<file path="src/rtl/shift_sequencer.sv">
// shift_sequencer: command sequencer in front of reg_shifter.
// Accepts one LOAD or SHIFT command at a time. A shift-by-N is issued to
// reg_shifter as N consecutive 1-bit shift cycles.
// Optional build macro SHIFT_AMT_CLAMP_EN: shift amounts above DATA_W are
// clamped to DATA_W on acceptance, because DATA_W shifts already clear the word.
//
// state | meaning
// ------+---------------------------------------------------------------
// IDLE  | waiting for start; all outputs 0
// LOAD  | one cycle write of captured word into captured register
// SHIFT | one 1-bit shift per cycle; cnt_q counts down to terminal count 1
// DONE  | one cycle done pulse, still busy
module shift_sequencer #(
  parameter int DATA_W = 16,
  parameter int AMT_W  = 5
) (
  input  logic              clk_i,
  input  logic              reset_i,
  input  logic              start_i,
  input  logic              op_i,
  input  logic              dir_i,
  input  logic [2:0]        reg_addr_i,
  input  logic [AMT_W-1:0]  amount_i,
  input  logic [DATA_W-1:0] load_data_i,
  output logic              busy_o,
  output logic              done_o,
  output logic              rs_wr_o,
  output logic              rs_shift_o,
  output logic              rs_dir_o,
  output logic [2:0]        rs_rd_a_o,
  output logic [2:0]        rs_wr_addr_o,
  output logic [DATA_W-1:0] rs_d_in_o
);

  typedef enum logic [1:0] {
    ST_IDLE  = 2'd0,
    ST_LOAD  = 2'd1,
    ST_SHIFT = 2'd2,
    ST_DONE  = 2'd3
  } state_t;

  state_t            state_q, state_d;
  logic [AMT_W-1:0]  cnt_q, cnt_d;
  logic              dir_q, dir_d;
  logic [2:0]        addr_q, addr_d;
  logic [DATA_W-1:0] data_q, data_d;
  logic [AMT_W-1:0]  amt_eff;

  // Effective shift count taken at the accepting edge.
`ifdef SHIFT_AMT_CLAMP_EN
  always_comb begin
    amt_eff = amount_i;
    if (32'(amount_i) > 32'(DATA_W)) amt_eff = AMT_W'(DATA_W);
  end
`else
  always_comb begin
    amt_eff = amount_i;
  end
`endif

  // State, counter and captured command fields; synchronous active-low reset.
  always_ff @(posedge clk_i) begin
    if (!reset_i) begin
      state_q <= ST_IDLE;
      cnt_q   <= '0;
      dir_q   <= 1'b0;
      addr_q  <= '0;
      data_q  <= '0;
    end else begin
      state_q <= state_d;
      cnt_q   <= cnt_d;
      dir_q   <= dir_d;
      addr_q  <= addr_d;
      data_q  <= data_d;
    end
  end

  // Next-state logic; command fields are only captured when accepted in IDLE.
  always_comb begin
    state_d = state_q;
    cnt_d   = cnt_q;
    dir_d   = dir_q;
    addr_d  = addr_q;
    data_d  = data_q;
    case (state_q)
      ST_IDLE: begin
        if (start_i) begin
          dir_d  = dir_i;
          addr_d = reg_addr_i;
          data_d = load_data_i;
          cnt_d  = amt_eff;
          if (!op_i)               state_d = ST_LOAD;
          else if (amt_eff == '0)  state_d = ST_DONE;
          else                     state_d = ST_SHIFT;
        end
      end
      ST_LOAD:  state_d = ST_DONE;
      ST_SHIFT: begin
        // Terminal count at 1 keeps the counter from ever wrapping.
        if (cnt_q == AMT_W'(1)) state_d = ST_DONE;
        else                    cnt_d   = cnt_q - AMT_W'(1);
      end
      ST_DONE:  state_d = ST_IDLE;
      default:  state_d = ST_IDLE;
    endcase
  end

  // Moore output decode from state and captured fields.
  always_comb begin
    busy_o       = (state_q != ST_IDLE);
    done_o       = 1'b0;
    rs_wr_o      = 1'b0;
    rs_shift_o   = 1'b0;
    rs_dir_o     = 1'b0;
    rs_rd_a_o    = '0;
    rs_wr_addr_o = '0;
    rs_d_in_o    = '0;
    case (state_q)
      ST_LOAD: begin
        rs_wr_o      = 1'b1;
        rs_wr_addr_o = addr_q;
        rs_d_in_o    = data_q;
        rs_rd_a_o    = addr_q;
      end
      ST_SHIFT: begin
        rs_shift_o = 1'b1;
        rs_dir_o   = dir_q;
        rs_rd_a_o  = addr_q;
      end
      ST_DONE: begin
        done_o    = 1'b1;
        rs_rd_a_o = addr_q;
      end
      default: ;
    endcase
  end

endmodule

</file>
<file path="config.mk">
export PLATFORM = sky130hd
export DESIGN_NAME = shift_sequencer
export DESIGN_NICKNAME = d
export VERILOG_FILES = /design/src/rtl/shift_sequencer.sv
export SDC_FILE = /design/constraint.sdc
export NUM_CORES = 1
export LEC_CHECK = 0
export CAP_MARGIN = 20
export CORE_MARGIN = 2
export CORE_UTILIZATION = 40
export CTS_BUF_LIST = sky130_fd_sc_hd__clkbuf_8
export CTS_CLUSTER_DIAMETER = 60
export CTS_CLUSTER_SIZE = 8
export DETAILED_ROUTE_END_ITERATION = 8
export PLACE_DENSITY = 0.78
export SETUP_SLACK_MARGIN = 0.4
export SLEW_MARGIN = 20
export SYNTH_ARGS = -nofsm -noshare
export SYNTH_HDL_FRONTEND = slang
export SYNTH_SLANG_ARGS = --single-unit
</file>
<file path="constraint.sdc">
create_clock -name clk_i -period 1.85 [get_ports clk_i]
set_input_delay 0.37 -clock clk_i [delete_from_list [all_inputs] [get_ports clk_i]]
set_output_delay 0.37 -clock clk_i [all_outputs]
set_load 0.005 [all_outputs]
</file>
==> flow_summary_export.csv <==
group,metric,value,unit
status,status,"finished clean",
synthesis,synth.ff_latch_count,27,
timing,slew_viol_final,0,
global_route,grt_max_degree,22,
synthesis,synth_nets,211,
layout,area_growth,79.7,%
timing,slew_headroom,79.6,%
clock_tree,clkTransAtPathRegs,0.09,ns
synthesis,avgSynthCellArea,7.69,µm²
worst_setup_path,required,1.48,ns
layout,drive_above_1_share,37.1,%
synthesis,syn_area,1350,µm²
route,routed_wl,4050,µm
route,drc,0,
clock_tree,cts_inserted_buffers,3,
die,num_rows,21,
global_route,grt_pass1_vias,1239,
worst_setup_path,path_max_fanout,5,
die,io_pins,56,
synthesis,synth_seq_area_share,40.1,%
route,vias,1457,
clock_tree,cts_max_level,1,
layout,antenna_cells,0,
synthesis,synthDistinctLibCells,28,
worst_setup_path,end_kind,"primary output",
place,place.gp.congestion,0.779,
layout,final_cell_count_no_fill,294,
place,place_inst,275,
worst_setup_path,rrSetupSlack,0.18,ns
layout,fin_nets,285,
timing,clock_skew,0.00353,ns
worst_setup_path,crit_path_top_delay_cell,"dfxtp_4",
die,coreArea,3280,µm²
place,io_buffers,55,
route,drt-initial-drc-count,43,
run,cap_viol_max_count,0,
clock_tree,clk_latency,0.27,ns
worst_hold_path,hp-class,"reg2reg",
synthesis,synth_warnings,0,
clock_tree,cts_sinks,27,
die,dieArea,3850,µm²
timing,fmax,598,MHz
power_and_ir_drop,p_leak,1.02,nW
global_route,grt_util_all_layers,19.8,%
timing,min_period,1.67,ns
power_and_ir_drop,power_density,1170,nW/µm²
die,start_util,41.0,%
route,avgViaCountPerCell,4.96,
power_and_ir_drop,irDropWorstVdd,0.000714,V
clock_tree,root_buffer,"clkbuf_8",
worst_setup_path,slowest_delay,0.41,ns
layout,mostFrequentLayoutCells,"nand2_1, clkdlybuf4s50_1, buf_6",
route,post_drt_wl_per_cell,13.8,µm
timing,hold_violations,0,
timing,rsz0062_at_grt,"true",
worst_setup_path,cp-start-kind,"flip-flop",
timing,fin_crit_sh,90.4,%
route,ant_nets,0,
clock_tree,cts_buffer_depth,2,
die,die_width,62.0,µm
route,drtPass1Iterations,4,
worst_setup_path,cp.arrival,1.30,ns
worst_setup_path,path_cells,"ha_4 > clkbuf_16 > and2_4 > clkbuf_2",
worst_setup_path,critPathKind,"reg2out",
timing,holdWs,0.453,ns
global_route,antenna_found_initial,0,
clock_tree,cts_tree,"yes",
die,die_h,62.0,µm
synthesis,syn_inst,175,
timing,setup-violations-final,0,
timing,worstMarginPinSlew,0.306,ns
timing,fin_setup_tns,0,ns
global_route,grt_overflow,0,
place,dp.final_hpwl,2280,µm
global_route,grt_first_pass_wirelength,5690,µm
layout,layout_commonest_cell,"nand2_1",
stage by stage:
stage                     instance area (µm²)  power, mW  utilization [%]  worst slack, ns
after floorplan                          1370       1.48                -            0.359
after global placement                   2020       1.87             61.6           0.0733
after detailed placement                 2020       1.89             61.6           0.0630
after CTS                                2220       2.52             67.5            0.138
after global routing                     2420       3.01             73.7            0.119
final                                    2420       2.82             73.7            0.177
worst paths after layout:
check,startpoint,end,cells after the start
max,state_q[0],rs_d_in_o[5],4
min,dir_q,dir_q,2
max reg2reg,state_q[1],cnt_q[0],8
min reg2reg,dir_q,dir_q,2
state kept, by name (all words and copies together), names as in the netlist:
register	flops
cnt_q	5
addr_q	3
data_q	16
dir_q	1
state_q	2
synthesized netlist by cell type:
cell	n	area, µm²
a211oi_1	1	7.51
a21oi_1	25	125
a22o_1	1	8.76
a32oi_1	1	8.76
and2_1	21	131
and4_1	1	8.76
buf_6	1	11.3
clkbuf_1	8	30.0
clkinv_1	1	3.75
dfxtp_1	27	541
ha_1	7	87.6
inv_1	7	26.3
mux2i_1	1	10.0
nand2_1	47	176
nand2b_1	2	12.5
nor2_1	5	18.8
nor2b_1	5	31.3
nor4b_1	1	8.76
o2111ai_1	1	8.76
o211ai_1	1	7.51
o21ai_0	1	5.00
o22a_1	1	8.76
o22ai_1	1	6.26
o311a_1	1	10.0
o31ai_1	2	15.0
o32ai_1	2	17.5
or3_1	2	12.5
or4_1	1	7.51
critical path, delay by kind of cell, from the launching register on:
family / cells / cell delay [ns]
buffers and inverters: 2 / 0.26
adder cells (fa/ha/maj): 1 / 0.23
AND/OR/NAND/NOR: 1 / 0.13
flip-flops: 1 / 0.41
power by group:
part	total [mW]	leakage [nW]	switching (mW)	internal, mW
Clock	0.323	0.0269	0.174	0.149
Combinational	1.65	0.766	0.745	0.906
Sequential	0.850	0.223	0.117	0.733
timing repair:
action / 4_1_cts / 5_1_grt
hold buffers: 0 / 0
hold endpoints to repair: 0 / 0
endpoints found under the setup margin: 34 / 38
buffers inserted: 8 / 4
gates resized for setup: 106 / 68
cloned: 1 / 2
pin swaps: 6 / 22
cells by family (layout without fill, tap and decap cells):
kind of cell | Yosys count | after routing | share of synthesized area [%]
AND/OR/NAND/NOR | 85 | 85 | 30.3
AO/OA/AOI/OAI | 38 | 38 | 17.0
flip-flops | 27 | 27 | 40.1
buffers and inverters | 17 | 90 | 5.30
adder cells (fa/ha/maj) | 7 | 7 | 6.51
multiplexers | 1 | 1 | 0.744
metal layers:
metal  track usage, %  part of all wire (%)
met5                0                     0
met4             4.56                  0.99
met3             3.52                   4.3
met2             34.7                    54
met1             25.3                    41
layout make-up:
class / instances / area, µm²
clock buffers: 3 / 41.3
clock inverters: 1 / 3.75
fillers: 228 / 865
inverters: 8 / 41.3
multi-input cells: 131 / 910
flip-flops and latches: 27 / 546
well taps: 46 / 57.6
repair buffers: 78 / 821
Note: power is estimated with default switching activity, not from simulation.
==> patch 1 (same flow settings) <==
Register the output `rs_d_in_o`, with the module's reset; this adds one clock of latency there. The other outputs are not delayed to match.
--- a/src/rtl/shift_sequencer.sv
+++ b/src/rtl/shift_sequencer.sv
@@ -39,4 +39,6 @@
     ST_DONE  = 2'd3
   } state_t;
+
+  logic [DATA_W-1:0] rs_d_in_d;
 
   state_t            state_q, state_d;
@@ -115,10 +117,10 @@
     rs_rd_a_o    = '0;
     rs_wr_addr_o = '0;
-    rs_d_in_o    = '0;
+    rs_d_in_d    = '0;
     case (state_q)
       ST_LOAD: begin
         rs_wr_o      = 1'b1;
         rs_wr_addr_o = addr_q;
-        rs_d_in_o    = data_q;
+        rs_d_in_d    = data_q;
         rs_rd_a_o    = addr_q;
       end
@@ -136,4 +138,12 @@
   end
 
+  always_ff @(posedge clk_i) begin
+    if (!reset_i) begin
+      rs_d_in_o <= '0;
+    end else begin
+      rs_d_in_o <= rs_d_in_d;
+    end
+  end
+
 endmodule
 
Behaviour: not the same (a bounded check fails within 4 cycles, from zero or initial values and one cycle with reset_i low).
==> patch 1 against the unedited design <==
  * Routed wire length is 15% higher
  * Critical path type unchanged
  * Total power is 25% higher
  * Setup slack worse by 4.1 ps
  * Fmax is 0.24% lower
  * Synthesized area is 27% higher
  * Non-clock buffer count is 3 higher
  * Worst hold slack worse by 2.8 ps
  * Critical endpoint is now rs_dir_o
  * Sequential cell count is 16 higher
  * Final area is 15% higher
==> patch 1: results (changes against the unedited design) <==
Synthesis
  • Seq/Total Area, Yosys: 0.502 (+0.101)
  • Primary FF master, synth: dfxtp_1
  • Largest cells by area after synthesis: dfxtp_1 50%, nand2_1 9.6%, a21oi_1 6.7%, and3_1 5.8%, ha_1 5.1%
  • Synthesized net count: 228 (+8.1%)
  • Count of cell types in the netlist: 30 (+7.1%)
  • Most instantiated cells after synthesis: 44 x nand2_1, 43 x dfxtp_1, 23 x a21oi_1
  • Mapped Cells: 192 (+9.7%)

Worst setup path
  • CP Max Fanout: 7 (+2)
  • Worst path arrival time: 1310 ps

Clock network
  • Inserted Clock Buffers: 5 (+2)
  • Worst-Skew Late Latency: 290 ps (+20 ps)
  • CTS Buffer Depth: 2 (unchanged)
  • H-tree depth: 2 (+1)
  • Worst-path clk slew: 70 ps (-20 ps)

Cells and area
  • Cell Count, Final, Fillers Out: 319 (+8.5%)
  • Share of layout cells above drive strength 1: 0.279 (-0.0922)
  • Layout Nets: 305 (+7.0%)
  • # diodes: 0 (unchanged)
  • Top Registers: data_q (16), rs_d_in_o (16), cnt_q (5)
  • FF/Latch Area: 870 sq um (+59%)
  • Layout fillers: 330 (+45%)

Placement
  • Placed cells: 292 (+6.2%)
  • Routability-driven placement congestion ratio: 0.767 (-1.6%)
  • HPWL Detailed: 2540 um (+12%)
  • Cell Area, Placed: 0.00236 sq mm (+17%)
  • Pre-CTS setup slack: 4.56 ps (-58.4 ps)
  • IO buf count: 55 (unchanged)

GRT
  • GRT Total Usage: 0.183 (-0.0150)
  • Global-route wire length before repair: 7070 um (+24%)
  • Largest net degree at the start of global routing: 22 (unchanged)
  • Vias in the first global route: 1,513 (+22%)

Route
  • DRT met1 WL: 1990 um (+20%)
  • Routed WL: 4670 um (+15%)
  • Via density: 5.07 (+2.3%)
  • Max Used Layer: met4
  • Routed wl met2: 2330 um (+7.0%)
  • Detailed Route Iter0 Violations: 69 (+60%)
  • Routed met3 length: 268 um (+52%)

Power
  • Maximum vdd drop: 0.732 mV (+2.6%)
  • LEAKAGE: 0.00128 uW (+26%)

Run status
  • Status: finished clean

Timing
  • Final hold slack: 450 ps (-2.79 ps)
  • Relative slew slack: 0.756 (-0.0396)
  • Setup Skew: 4.59 ps (+1.07 ps)
  • Period minus WS final: 1680 ps (+4.05 ps)
==> patch 1: cell count changes after synthesis, sizes merged, moves of 3 or more <==
cell,change
and2,-16
dfxtp,+16
mux2i,+3
nand2,-3
and3,+16
==> patch 1: power by group <==
group	leakage, uW	internal, uW	switching, uW
combinational	0.000876	877	762
sequential	0.000352	1090	116
clock	0.0000554	390	298
total	0.00128	2360	1180
==> patch 1: timing repair <==
action                                  in CTS  in global routing
setup buffers                               12                  3
hold endpoints to repair                     0                  0
pin swaps                                    9                 10
gates cloned                                 1                  4
hold buffers                                 0                  0
resized for setup                           71                 31
endpoints found under the setup margin      34                 38
==> patch 1: worst paths after layout <==
| kind | start | to | cells after the start |
|---|---|---|---|
| worst min register to register | data_q[3] | data_q[3] | 2 |
| worst min-delay path | data_q[3] | data_q[3] | 2 |
| worst max register to register | state_q[1] | cnt_q[0] | 6 |
| worst max-delay path | state_q[1] | rs_dir_o | 5 |
==> patch 1: critical path: stages (launching register included) <==
cell and delay (ps):
dfxtp_4 370, buf_12 130, ha_4 160, buf_12 130, and2_4 130, buf_6 110
==> patch 1: cell families after synthesis <==
group | share of synthesized area
simple gates | 0.235
mux | 0.0234
flops | 0.502
buf+inv | 0.0526
fa+ha+maj | 0.0511
compound gates | 0.136
==> patch 1: layer usage <==
layer	track usage	vias to the layer above
met5	0	-
met4	0.0588	0
met3	0.0436	8
met2	0.317	57
met1	0.224	749
li1	-	803
==> patch 1: final cells by class <==
cell class	count	share of cell area
clock buffer	5	0.0247
sequential	43	0.313
timing repair buffer	81	0.292
inverter	8	0.0144
multi-input combinational	130	0.322
clock inverter	2	0.0121
tap	50	0.0225
==> patch 2 (same settings) <==
Without the edit above. Build with the macro `SHIFT_AMT_CLAMP_EN` defined.
--- a/src/rtl/shift_sequencer.sv
+++ b/src/rtl/shift_sequencer.sv
@@ -11,4 +11,6 @@
 // SHIFT | one 1-bit shift per cycle; cnt_q counts down to terminal count 1
 // DONE  | one cycle done pulse, still busy
+`define SHIFT_AMT_CLAMP_EN
+
 module shift_sequencer #(
   parameter int DATA_W = 16,
Function: same outputs for any inputs over 10 cycles, from zero or initial values and one cycle with reset_i low; that may be too few to reach the edited logic, so the function may still have changed.
==> patch 2 against the unedited design <==
  * Sequential cell count did not move
  * Routed wire length rose by 38%
  * Global-route usage rose by 2.2 points
  * Utilization rose by 7.7 points
  * Clock skew barely moved
  * Final area rose by 12%
  * Critical path depth rose by 1
  * Synthesized area rose by 2.6%
  * Cell count rose by 2.4%
  * Register-to-register slack got worse by 50 ps
  * Largest power group unchanged
  * Setup slack got worse by 72 ps
  * Synthesized cell count rose by 0.57%
  * Total power rose by 27%
==> patch 2: results (changes against the unedited design) <==
Run status
  • Status: finished clean

Route
  • Drt wl/cell: 18.6 um (+35%)
  • Vias: 1,597 (+9.6%)
  • Detailed Route Iter0 Violations: 122 (+180%)

Synthesis
  • Synthesized net count: 212 (+0.47%)
  • Largest cells by area after synthesis: dfxtp_1 39%, nand2_1 12%, and2_1 9.5%, a21oi_1 7.6%, ha_1 6.3%
  • Synth async-reset ratio: 0 (unchanged)
  • Mux cell area share after synthesis: 0.0154 (+0.00796)
  • Most instantiated cells after synthesis: 44 x nand2_1, 27 x dfxtp_1, 21 x a21oi_1, 21 x and2_1
  • Seq/Total Area, Yosys: 0.391 (-0.0102)
  • Yosys warns: 0 (unchanged)
  • Count of cell types in the netlist: 31 (+11%)
  • Post-synthesis xor/xnor area fraction: 0.00634 (+0.00634)
  • Post-synthesis compound-gate area fraction: 0.180 (+0.0102)
  • Post-Synth Adder-Cell Area: 0.0634 (-0.00165)

Worst setup path
  • CP startpoint: state_q[0]
  • FF-to-FF setup slack: 130 ps (-50 ps)
  • Worst path arrival time: 1380 ps (+80 ps)
  • Slowest-stage cell, CP: dfxtp_4
  • Worst R2R End: cnt_q[2]
  • Max incr delay on CP: 380 ps (-30 ps)
  • RR Startpoint: state_q[1]

Placement
  • Pre-CTS setup slack: 76.0 ps (+13.0 ps)
  • HPWL Detailed: 2510 um (+10%)
  • Routability-driven placement congestion ratio: 0.830 (+6.5%)

Timing
  • Setup Skew: 3.12 ps (-0.404 ps)
  • Relative slew slack: 0.806 (+0.0100)
  • Setup violations, final: 0 (unchanged)

GRT
  • Antenna violations before repair: 0 (unchanged)
  • Largest net degree at the start of global routing: 21 (-4.5%)
  • Global-route wire length before repair: 7040 um (+24%)
  • Vias in the first global route: 1,453 (+17%)
  • GRT Total Usage: 0.220 (+0.0217)

Clock network
  • Worst-Skew Late Latency: 270 ps (about the same)
  • Worst-path clk slew: 100 ps
  • CTS Buffer Depth: 2 (unchanged)

Cells and area
  • Share of layout cells above drive strength 1: 0.522 (+0.151)
  • Layout Nets: 292 (+2.5%)
  • Top Registers: data_q (16), cnt_q (5), addr_q (3)

Worst hold path
  • Hold WC Path Type: flip-flop to flip-flop
  • Hold Startpoint: data_q[6]
  • Hold EP: data_q[6]

Power
  • LEAKAGE: 0.00116 uW (+14%)
  • Maximum vdd drop: 0.611 mV (-14%)
## patch 2: changes by cell type after synthesis, moves of 2 or more
cell     change
o21ai_0      +2
nand3_1      +2
nor3_1       +3
nand2_1      -3
a21oi_1      -4
## patch 2: logic make-up after synthesis
group | count (synthesis)
compound gates | 37
mux | 2
xor+xnor | 1
fa+ha+maj | 7
buf+inv | 16
flops | 27
simple gates | 86
## patch 2: where the power goes
group          leakage [uW]  switching [uW]  internal [uW]
Clock             0.0000269             197            149
Combinational      0.000910            1100           1270
Sequential         0.000224             135            729
Total               0.00116            1440           2140
## patch 2: area by class of cell
type / count / area (sq um)
repair buffers: 83 / 931
flip-flops and latches: 27 / 548
inverters: 8 / 32.5
clock inverters: 1 / 3.75
clock buffers: 3 / 41.3
fillers: 212 / 623
well taps: 46 / 57.6
multi-input cells: 133 / 1100
## patch 2: through the flow
step	instances	hold WS, ps	instance area, sq um
5_1_grt	301	475	2710
3_3_place_gp	279	437	2060
3_5_place_dp	279	442	2060
6_report	301	459	2710
2_1_floorplan	176	432	1390
4_1_cts	295	456	2390
## patch 2: worst max path at each step
| stage | slack [ps] | end |
|---|---|---|
| 6_report | 100 | rs_wr_addr_o[2] |
| 5_1_grt | 60 | rs_wr_addr_o[2] |
| 2_1_floorplan | 390 | state_q[1] |
| 3_5_place_dp | 80 | rs_wr_addr_o[2] |
| 3_3_place_gp | 70 | state_q[0] |
| 4_1_cts | 130 | rs_d_in_o[11] |
## patch 2: what timing repair did
item                       CTS  global route
setup buffers                9             2
gates cloned                 3             4
resized for setup          164            65
setup endpoints to repair   34            54
pin swaps                   25             9
## patch 2: layer usage
| layer | GRT usage | share of wire | up-vias |
|---|---|---|---|
| met1 | 0.286 | 0.39 | 770 |
| met2 | 0.378 | 0.53 | 66 |
| met3 | 0.0162 | 0.039 | 16 |
| li1 | - | - | 745 |
| met4 | 0.0889 | 0.039 | 0 |
| met5 | 0 | 0 | - |
## patch 2: worst min-delay path: stages, from the launching register on
cell and delay (ps):
dfxtp_1 320, nand2_1 50, a21oi_1 50
